[config.mk]
export PLATFORM = sky130hd
export DESIGN_NAME = mem_stage
export DESIGN_NICKNAME = d
export VERILOG_FILES = /design/src/rtl/mem_stage_pkg.sv /design/src/rtl/mem_stage_align.sv /design/src/rtl/mem_stage.sv
export SDC_FILE = /design/constraint.sdc
export NUM_CORES = 1
export LEC_CHECK = 0
export CORE_AREA = 2 2 101 103
export DETAILED_ROUTE_END_ITERATION = 10
export DIE_AREA = 0 0 103 105
export DONT_BUFFER_PORTS = 1
export GPL_ROUTABILITY_DRIVEN = 0
export PLACE_DENSITY = 0.91
export SLEW_MARGIN = 40
export SYNTH_ARGS = -nofsm -noshare
export SYNTH_HDL_FRONTEND = slang
export SYNTH_SLANG_ARGS = --single-unit
[constraint.sdc]
create_clock -name clk -period 5.2 [get_ports clk]
set_input_delay 1.3 -clock clk [delete_from_list [all_inputs] [get_ports clk]]
set_output_delay 1.3 -clock clk [all_outputs]
set_load 0.03 [all_outputs]
[src/rtl/mem_stage_pkg.sv]
// Shared codes for the memory stage: instruction types, L/S access sub-types
// and the stage FSM encoding.
package mem_stage_pkg;

    typedef enum logic [3:0] {
        INSN_AR = 4'd0,
        INSN_L  = 4'd1,
        INSN_S  = 4'd2,
        INSN_DB = 4'd3,
        INSN_IB = 4'd4
    } insn_type_e;

    localparam logic [3:0] SUB_BYTE   = 4'd0;
    localparam logic [3:0] SUB_HALF   = 4'd1;
    localparam logic [3:0] SUB_WORD   = 4'd2;
    localparam logic [3:0] SUB_BYTE_U = 4'd4;
    localparam logic [3:0] SUB_HALF_U = 4'd5;

    // Direct-branch sub-type that links (writes the return address).
    localparam logic [3:0] SUB_DB_JAL = 4'd1;

    typedef enum logic {
        S_IDLE = 1'b0,
        S_BUSY = 1'b1
    } state_e;

    // True for non-memory instructions that write their destination register.
    function automatic logic is_writing_alu(input logic [3:0] insn_type,
                                           input logic [3:0] sub_type,
                                           input logic [4:0] rd);
        logic writes;
        writes = (insn_type == INSN_AR) || (insn_type == INSN_IB) ||
                 ((insn_type == INSN_DB) && (sub_type == SUB_DB_JAL));
        return writes && (rd != 5'd0);
    endfunction

endpackage

[src/rtl/mem_stage_align.sv]
// Combinational lane steering: store byte enables and replicated data,
// load byte/half extraction with sign or zero extension, misalignment detect.
module mem_stage_align
    import mem_stage_pkg::*;
#(
    parameter int XLEN = 32
) (
    input  logic [1:0]      addr_lo,
    input  logic [3:0]      sub_type,
    input  logic [XLEN-1:0] store_val,
    input  logic [XLEN-1:0] rdata,
    output logic [3:0]      be,
    output logic [XLEN-1:0] wdata,
    output logic [XLEN-1:0] load_val,
    output logic            misalign
);

    logic [7:0]  byte_sel;
    logic [15:0] half_sel;

    assign byte_sel = rdata[{addr_lo, 3'b000} +: 8];
    assign half_sel = addr_lo[1] ? rdata[31:16] : rdata[15:0];

    // NOTE: every output gets a default first so no path through the case infers a latch.
    always_comb begin
        be       = 4'b1111;
        wdata    = store_val;
        load_val = rdata;
        misalign = 1'b0;
        case (sub_type)
            SUB_BYTE, SUB_BYTE_U: begin
                be       = 4'b0001 << addr_lo;
                wdata    = {(XLEN/8){store_val[7:0]}};
                load_val = (sub_type == SUB_BYTE) ? {{(XLEN-8){byte_sel[7]}}, byte_sel}
                                                  : {{(XLEN-8){1'b0}}, byte_sel};
            end
            SUB_HALF, SUB_HALF_U: begin
                be       = addr_lo[1] ? 4'b1100 : 4'b0011;
                wdata    = {(XLEN/16){store_val[15:0]}};
                load_val = (sub_type == SUB_HALF) ? {{(XLEN-16){half_sel[15]}}, half_sel}
                                                  : {{(XLEN-16){1'b0}}, half_sel};
                misalign = addr_lo[0];
            end
            SUB_WORD: misalign = (addr_lo != 2'b00);
            default: ;
        endcase
    end

endmodule

[src/rtl/mem_stage.sv]
// Memory-access pipeline stage: issues loads/stores on a req/ack port, stalls
// exec while busy, and drives the writeback register and mem-stage bypass.
module mem_stage
    import mem_stage_pkg::*;
#(
    parameter int ADDR_W = 32,
    parameter int XLEN   = 32
) (
    input  logic              clk,
    input  logic              rst_n,
    input  logic              ex_valid,
    input  logic [3:0]        ex_insn_type,
    input  logic [3:0]        ex_insn_sub_type,
    input  logic [4:0]        ex_rd,
    input  logic [XLEN-1:0]   ex_val,
    input  logic [XLEN-1:0]   ex_store_val,
    output logic              dmem_req,
    output logic              dmem_we,
    output logic [ADDR_W-1:0] dmem_addr,
    output logic [XLEN-1:0]   dmem_wdata,
    output logic [3:0]        dmem_be,
    input  logic              dmem_ack,
    input  logic [XLEN-1:0]   dmem_rdata,
    output logic              mem_stall,
    output logic              wb_valid,
    output logic [4:0]        wb_rd,
    output logic [XLEN-1:0]   wb_val,
    output logic [4:0]        bp_mem_reg,
    output logic [XLEN-1:0]   bp_mem_val,
    output logic              misalign_err
);

    state_e            state_q, state_d;
    logic              req_q, req_d, we_q, we_d, misalign_q, misalign_d;
    logic [ADDR_W-1:0] addr_q, addr_d;
    logic [1:0]        off_q, off_d;
    logic [3:0]        sub_q, sub_d, be_q, be_d;
    logic [4:0]        rd_q, rd_d, wb_rd_q, wb_rd_d;
    logic [XLEN-1:0]   wdata_q, wdata_d, wb_val_q, wb_val_d;
    logic              wb_valid_q, wb_valid_d;

    logic              busy, is_mem, is_store;
    logic [1:0]        al_addr_lo;
    logic [3:0]        al_sub, al_be;
    logic [XLEN-1:0]   al_wdata, al_load_val;
    logic              al_misalign;

    assign busy     = (state_q == S_BUSY);
    assign is_store = (ex_insn_type == INSN_S);
    assign is_mem   = (ex_insn_type == INSN_L) || is_store;

    // While idle the aligner looks at the incoming op; while busy, at the captured one.
    assign al_addr_lo = busy ? off_q : ex_val[1:0];
    assign al_sub     = busy ? sub_q : ex_insn_sub_type;

    mem_stage_align #(.XLEN(XLEN)) u_align (
        .addr_lo   (al_addr_lo),
        .sub_type  (al_sub),
        .store_val (ex_store_val),
        .rdata     (dmem_rdata),
        .be        (al_be),
        .wdata     (al_wdata),
        .load_val  (al_load_val),
        .misalign  (al_misalign)
    );

    always_comb begin
        state_d    = state_q;
        req_d      = req_q;
        we_d       = we_q;
        addr_d     = addr_q;
        off_d      = off_q;
        sub_d      = sub_q;
        be_d       = be_q;
        rd_d       = rd_q;
        wdata_d    = wdata_q;
        wb_valid_d = wb_valid_q;
        wb_rd_d    = wb_rd_q;
        wb_val_d   = wb_val_q;
        misalign_d = 1'b0;
        case (state_q)
            S_IDLE: begin
                wb_valid_d = 1'b0;
                if (ex_valid && is_mem && al_misalign) begin
                    misalign_d = 1'b1;
                end else if (ex_valid && is_mem) begin
                    state_d = S_BUSY;
                    req_d   = 1'b1;
                    we_d    = is_store;
                    addr_d  = {ex_val[ADDR_W-1:2], 2'b00};
                    off_d   = ex_val[1:0];
                    sub_d   = ex_insn_sub_type;
                    rd_d    = ex_rd;
                    be_d    = is_store ? al_be : 4'b1111;
                    wdata_d = is_store ? al_wdata : '0;
                end else if (ex_valid) begin
                    wb_valid_d = is_writing_alu(ex_insn_type, ex_insn_sub_type, ex_rd);
                    wb_rd_d    = ex_rd;
                    wb_val_d   = ex_val;
                end
            end
            S_BUSY: begin
                if (dmem_ack) begin
                    state_d    = S_IDLE;
                    req_d      = 1'b0;
                    wb_valid_d = !we_q && (rd_q != 5'd0);
                    if (!we_q) begin
                        wb_rd_d  = rd_q;
                        wb_val_d = al_load_val;
                    end
                end
            end
            default: state_d = S_IDLE;
        endcase
    end

    // NOTE: sequential state uses non-blocking assignments only; combinational logic above uses blocking.
    always_ff @(posedge clk or negedge rst_n) begin
        if (!rst_n) begin
            state_q    <= S_IDLE;
            req_q      <= 1'b0;
            we_q       <= 1'b0;
            addr_q     <= '0;
            off_q      <= '0;
            sub_q      <= '0;
            be_q       <= '0;
            rd_q       <= '0;
            wdata_q    <= '0;
            wb_valid_q <= 1'b0;
            wb_rd_q    <= '0;
            wb_val_q   <= '0;
            misalign_q <= 1'b0;
        end else begin
            state_q    <= state_d;
            req_q      <= req_d;
            we_q       <= we_d;
            addr_q     <= addr_d;
            off_q      <= off_d;
            sub_q      <= sub_d;
            be_q       <= be_d;
            rd_q       <= rd_d;
            wdata_q    <= wdata_d;
            wb_valid_q <= wb_valid_d;
            wb_rd_q    <= wb_rd_d;
            wb_val_q   <= wb_val_d;
            misalign_q <= misalign_d;
        end
    end

    assign dmem_req     = req_q;
    assign dmem_we      = we_q;
    assign dmem_addr    = addr_q;
    assign dmem_wdata   = wdata_q;
    assign dmem_be      = be_q;
    assign mem_stall    = busy;
    assign wb_valid     = wb_valid_q;
    assign wb_rd        = wb_rd_q;
    assign wb_val       = wb_val_q;
    // A busy load has wb_valid low, so the bypass never exposes a stale value.
    assign bp_mem_reg   = wb_valid_q ? wb_rd_q : 5'd0;
    assign bp_mem_val   = wb_val_q;
    assign misalign_err = misalign_q;

endmodule

# == Yosys cells after proc, flatten, opt, wreduce, memory -nomap -nowiden ==
# Index checks and enable logic that the tools add are counted.
# totals
mem_count,0
rom_bits,0
latch_bits,0
word_cells,91
ram_bits,0
regBits,119
output_inout_bits,147
# op_classes
eq_ne,15
n_mux,40
n_mul,0
addsub,0
shifts,2
div_mod_pow,0
bitwise,2
n_reduce_logical,19
magnitude_cmp,0
# op_table
cell,n
32-bit two-way mux,8
32-bit one-hot mux with 2 select lines,3
32-bit by 6-bit variable part select with 8-bit output,1
5-bit two-way mux,6
16-bit two-way mux,1
"4-bit by 1-bit == test with 1-bit output, second input constant",3
"4-bit by 2-bit == test with 1-bit output, second input constant",3
"4-bit by 3-bit == test with 1-bit output, second input constant",3
1-bit two-way mux,12
4-bit two-way mux,3
"2-bit != test, second input constant",6
5-bit one-hot mux with 2 select lines,1
5-bit nonzero test,2
4-bit logical NOT,2
1-bit one-hot mux with 2 select lines,4
4-bit one-hot mux with 2 select lines,1
3-bit AND reduction,2
1-bit logical AND,5
5-bit AND reduction,1
2-bit OR reduction,2
"1-bit by 2-bit << shifter with 4-bit output, first input constant",1
1-bit logical OR,3
2-bit two-way mux,1
1-bit NOT,2
2 further kinds,2

# == Logic depth before layout (Yosys ltp) ==
# depth
depth_word,8
mapped_depth,11

# == Cells and area by module ==
# Synthesis repeated with hierarchy kept, for this count alone.
# unflattened
cells_unflattened,564
area_unflattened_um2,6652.6
# modules_own_cells
module,cells_each,instances,area_each_um2
mem_stage,369,1,5336.4
mem_stage_align,195,1,1316.3

# == Least setup slack after synthesis ==
# OpenSTA, ideal clock, no wires.
# synth_timing
kind,input port to flip-flop
from,in ex_val[0]
to,reg wb_val_q[21] (netlist: bp_mem_val[21])
path_slack_ns,2.150
arrival_ns,2.926
required_ns,5.076
path_buffers,2
path_stages,7
setup_time_ns,0.124
cell_sequence,clkbuf_1 or4b_2 o211ai_1 a2111oi_4 a211oi_4 buf_4 a21oi_1
# synth_via
elab_chain_cells,7
# synth_lines
item,line_no,text
from (decl),mem_stage.sv:15,"input logic [XLEN-1:0] ex_val,"
2-bit two-way mux (*),mem_stage.sv:53,assign al_addr_lo = busy ? off_q : ex_val[1:0];
32-bit by 6-bit variable part select with 8-bit output,mem_stage_align.sv:21,"assign byte_sel = rdata[{addr_lo, 3'b000} +: 8];"
32-bit two-way mux,mem_stage_align.sv:34,"load_val = (sub_type == SUB_BYTE) ? {{(XLEN-8){byte_sel[7]}}, byte_sel}"
32-bit one-hot mux with 2 select lines,mem_stage_align.sv:30,case (sub_type)
32-bit two-way mux,mem_stage.sv:107,if (!we_q) begin
32-bit two-way mux,mem_stage.sv:103,if (dmem_ack) begin
32-bit one-hot mux with 2 select lines,mem_stage.sv:81,case (state_q)
to (signal assigned),mem_stage.sv:145,wb_val_q <= wb_val_d;
to (decl),mem_stage.sv:39,"logic [XLEN-1:0] wdata_q, wdata_d, wb_val_q, wb_val_d;"
# Mark *: on every way between the ends. The rest lies on a longest branch, timed or not. The select of a mux whose other input is x is not followed.
# A chain may end at the register's enable or synchronous reset.

# == Worst setup path in the final report ==
# layout_timing
from,reg state_q (netlist: mem_stall)
to,reg wb_val_q[12] (netlist: bp_mem_val[12])
# layout_via
elab_chain_cells,7
# layout_lines
item,line_no,text
from (decl),mem_stage.sv:33,"state_e state_q, state_d;"
from (signal assigned),mem_stage.sv:134,state_q <= state_d;
2-bit two-way mux / 4-bit two-way mux (equally long branches),"mem_stage.sv:53, mem_stage.sv:54",
32-bit by 6-bit variable part select with 8-bit output (tied with other cells),mem_stage_align.sv:21,
32-bit two-way mux (tied with other cells),mem_stage_align.sv:34,
32-bit one-hot mux with 2 select lines / 1-bit one-hot mux with 2 select lines (equally long branches),mem_stage_align.sv:30,
32-bit two-way mux / 1-bit logical AND (equally long branches),"mem_stage.sv:107, mem_stage.sv:84",
32-bit two-way mux / 2-bit != test (equally long branches),n/a,
32-bit one-hot mux with 2 select lines / 5-bit AND reduction (equally long branches),n/a,
# Several ways; a longest one is shown, not always the timed one. The select of a mux whose other input is x is not followed.

==> results.toml <==
[clocking]
clk_latency_ns = 0.52
cts_root_buf = "clkbuf_8"
numClockSinks = 119
path_clk_slew_ns = 0.06
cts_buffers = 17
cts_tree = "yes"
cts_buffer_depth = 2
postCtsSetupRepairBufs = 0
cts_resized = 0
h-tree-depth = 4
hold_buffers = 0

[sta]
timing.fmax_mhz = 327
rsz0062_at_grt = "false"
setup_viol = 0
clock_skew_ns = 0.0122
hold_viol = 0
tightest_slew_ns = 0.791
whs_ns = 0.476
final.period_utilization_pct = 58.9
slew_headroom_pct = 47.2
fin_crit_ns = 3.06
setup_tns_ns = 0
drv_slew = 0

[drt]
routedWlPerCell_um = 27.1
routed_wl_um = 18200
vias = 4705
route.detailed.drc = 0
dr.pass1.iters = 6
via_per_inst = 7.00
drt-initial-drc-count = 296
ant_nets = 0

[yosys]
synth_top_area_share_pct = 47.8
synth_ff_type = "dfrtp_1"
synth_edf_count = 0
synth-seq-area-share_pct = 47.8
ys_warn_count = 0
syn_inst = 570
avgSynthCellArea_um2 = 10.9
syn_area_um2 = 6230
ys_top_cells_by_area = "dfrtp_1 (48%), mux2i_1 (5.5%), mux2_4 (5.3%)"
ys_async_sr_fraction_pct = 100
ys_types = 58
ys_ff_latch = 119
yosysTopAreaCell = "dfrtp_1"

[final_layout]
diodes = 0
layout_commonest_cell = "dfrtp_1"
utilization_pct = 69.4
multi_input_area_um2 = 2840
fill_cells = 682
nets = 639
fin_cells = 672
seq_area_um2 = 2980
area.growth.synth_to_final_pct = 7.39
stdcell_area_um2 = 6690
final_layout_size_suffix_gt1_share_pct = 17.4
final_cell_mix = "dfrtp_1 (118), a21oi_1 (43), o21ai_0 (37), nand2_1 (33), mux2i_1 (33)"

[die]
pin_count = 260
die_h_um = 105
dieArea_um2 = 10800
rows = 36
die_x_um = 103
start_util_pct = 64.7
coreArea_um2 = 9640

[setup_path]
worstSetupEndpointType = "register"
cp.required_ns = 5.55
crit_type = "register to register"
crit_top_cell = "a21oi_1"
path_cells = "buf_4 > or4b_2 > o211ai_1 > a2111oi_4 > a21oi_1 > a21oi_1"
max_stage_delay_ns = 0.71
start_kind = "register"
arrival_ns = 3.41
cp_max_fo = 37
critPathSlowestCell = "or4b_2"

[power]
vdd.ir_drop.worst_uv = 229
power_density_nw_per_um2 = 524
leakagePower_nw = 2.94

[status]
outcome = "finished clean"

[placement]
dp_hpwl_um = 12600
placed_area_um2 = 6060
dp_cells = 639
port_buffers = 0

[global_routing]
grt_pass1_wl_um = 27800
grt_max_degree = 120
overflow = 0
antenna_found_initial = 0
first_global_vias = 5104
track_usage_pct = 34.1

[min_path]
hp-class = "input pin to asynchronous set/reset pin"

[flow_run]
cap_viol_max_count = 0
## power by group
part           switching [mW]  internal (mW)
clock                   0.409          0.813
combinational           0.219          0.246
sequential              0.690           1.13
total                    1.32           2.19
## final timing paths
check,from,slack [ns],to,depth (start not counted)
min in group clk,rd_q[4],0.53,rd_q[4],1
hold reg to reg,rd_q[4],0.53,rd_q[4],1
max in group asynchronous,rst_n,4.56,dmem_wdata[7],0
setup / recovery,mem_stall,2.14,bp_mem_val[12],6
setup reg to reg,mem_stall,2.14,bp_mem_val[12],6
hold / removal,rst_n,0.48,dmem_req,0
## registers in the layout, indices dropped and copies added, names as in the netlist, 2 cells and up
name        cells
dmem_wdata     32
off_q           2
wb_rd           5
dmem_be         4
sub_q           4
rd_q            5
bp_mem_val     32
dmem_addr      30
## kinds of logic after synthesis
group                  count (synthesis)  synth area share [%]
XOR/XNOR                               1                 0.141
AND/OR/NAND/NOR                      129                  11.3
flip-flops                           119                  47.8
other                                  1                0.0602
buffers and inverters                 79                  7.87
multiplexers                          76                  14.6
AO/OA/AOI/OAI                        165                  18.3
## worst max-delay path: cells and delay by family, from the launching register on
family | cells | cell delay (ns)
buf+inv | 1 | 0.37
compound gates | 4 | 1.12
simple gates | 1 | 0.71
flops | 1 | 0.67
## metal layers
| layer | track usage, % | share of wire (%) | routed length (um) | vias up |
|---|---|---|---|---|
| li1 | - | - | - | 1982 |
| met1 | 37.9 | 34 | 6270 | 2317 |
| met2 | 54.8 | 49 | 8940 | 344 |
| met3 | 14.7 | 13 | 2270 | 62 |
| met4 | 17.5 | 3.9 | 705 | 0 |
| met5 | 0 | 0 | 0 | - |
## through the flow
step	worst slack (ns)	power [mW]
final	2.14	3.51
after floorplan	2.15	2.20
after global routing	1.98	3.63
after CTS	2.06	3.51
after global placement	1.76	2.25
after detailed placement	1.87	2.29
## synthesized netlist by cell type (all sizes together), types with 2 or more instances
cell       n
nand2     35
clkbuf    16
dfrtp    119
nor3b      2
o21ai     44
nor3       5
nand3b     3
mux2i     35
o2bb2ai   24
inv        7
o32a       4
or3       29
a211oi     5
a221o      3
nor4       4
nand3      4
and2       9
nor2      21
a2bb2oi    3
or3b       4
a21oi     43
a22o       8
mux2      41
nand2b     3
o22ai     10
a22oi      8
a221oi     6
buf       56
or4        4
## final cells by class
type                       count  share of cell area (%)
clock buffer                  23                    6.97
clock inverter                 9                    2.21
inverter                       7                   0.393
multi-input combinational    373                    42.4
sequential                   119                    44.5
tap                          133                    2.49
timing repair buffer           8                    1.07
(Power assumes the default switching activity.)
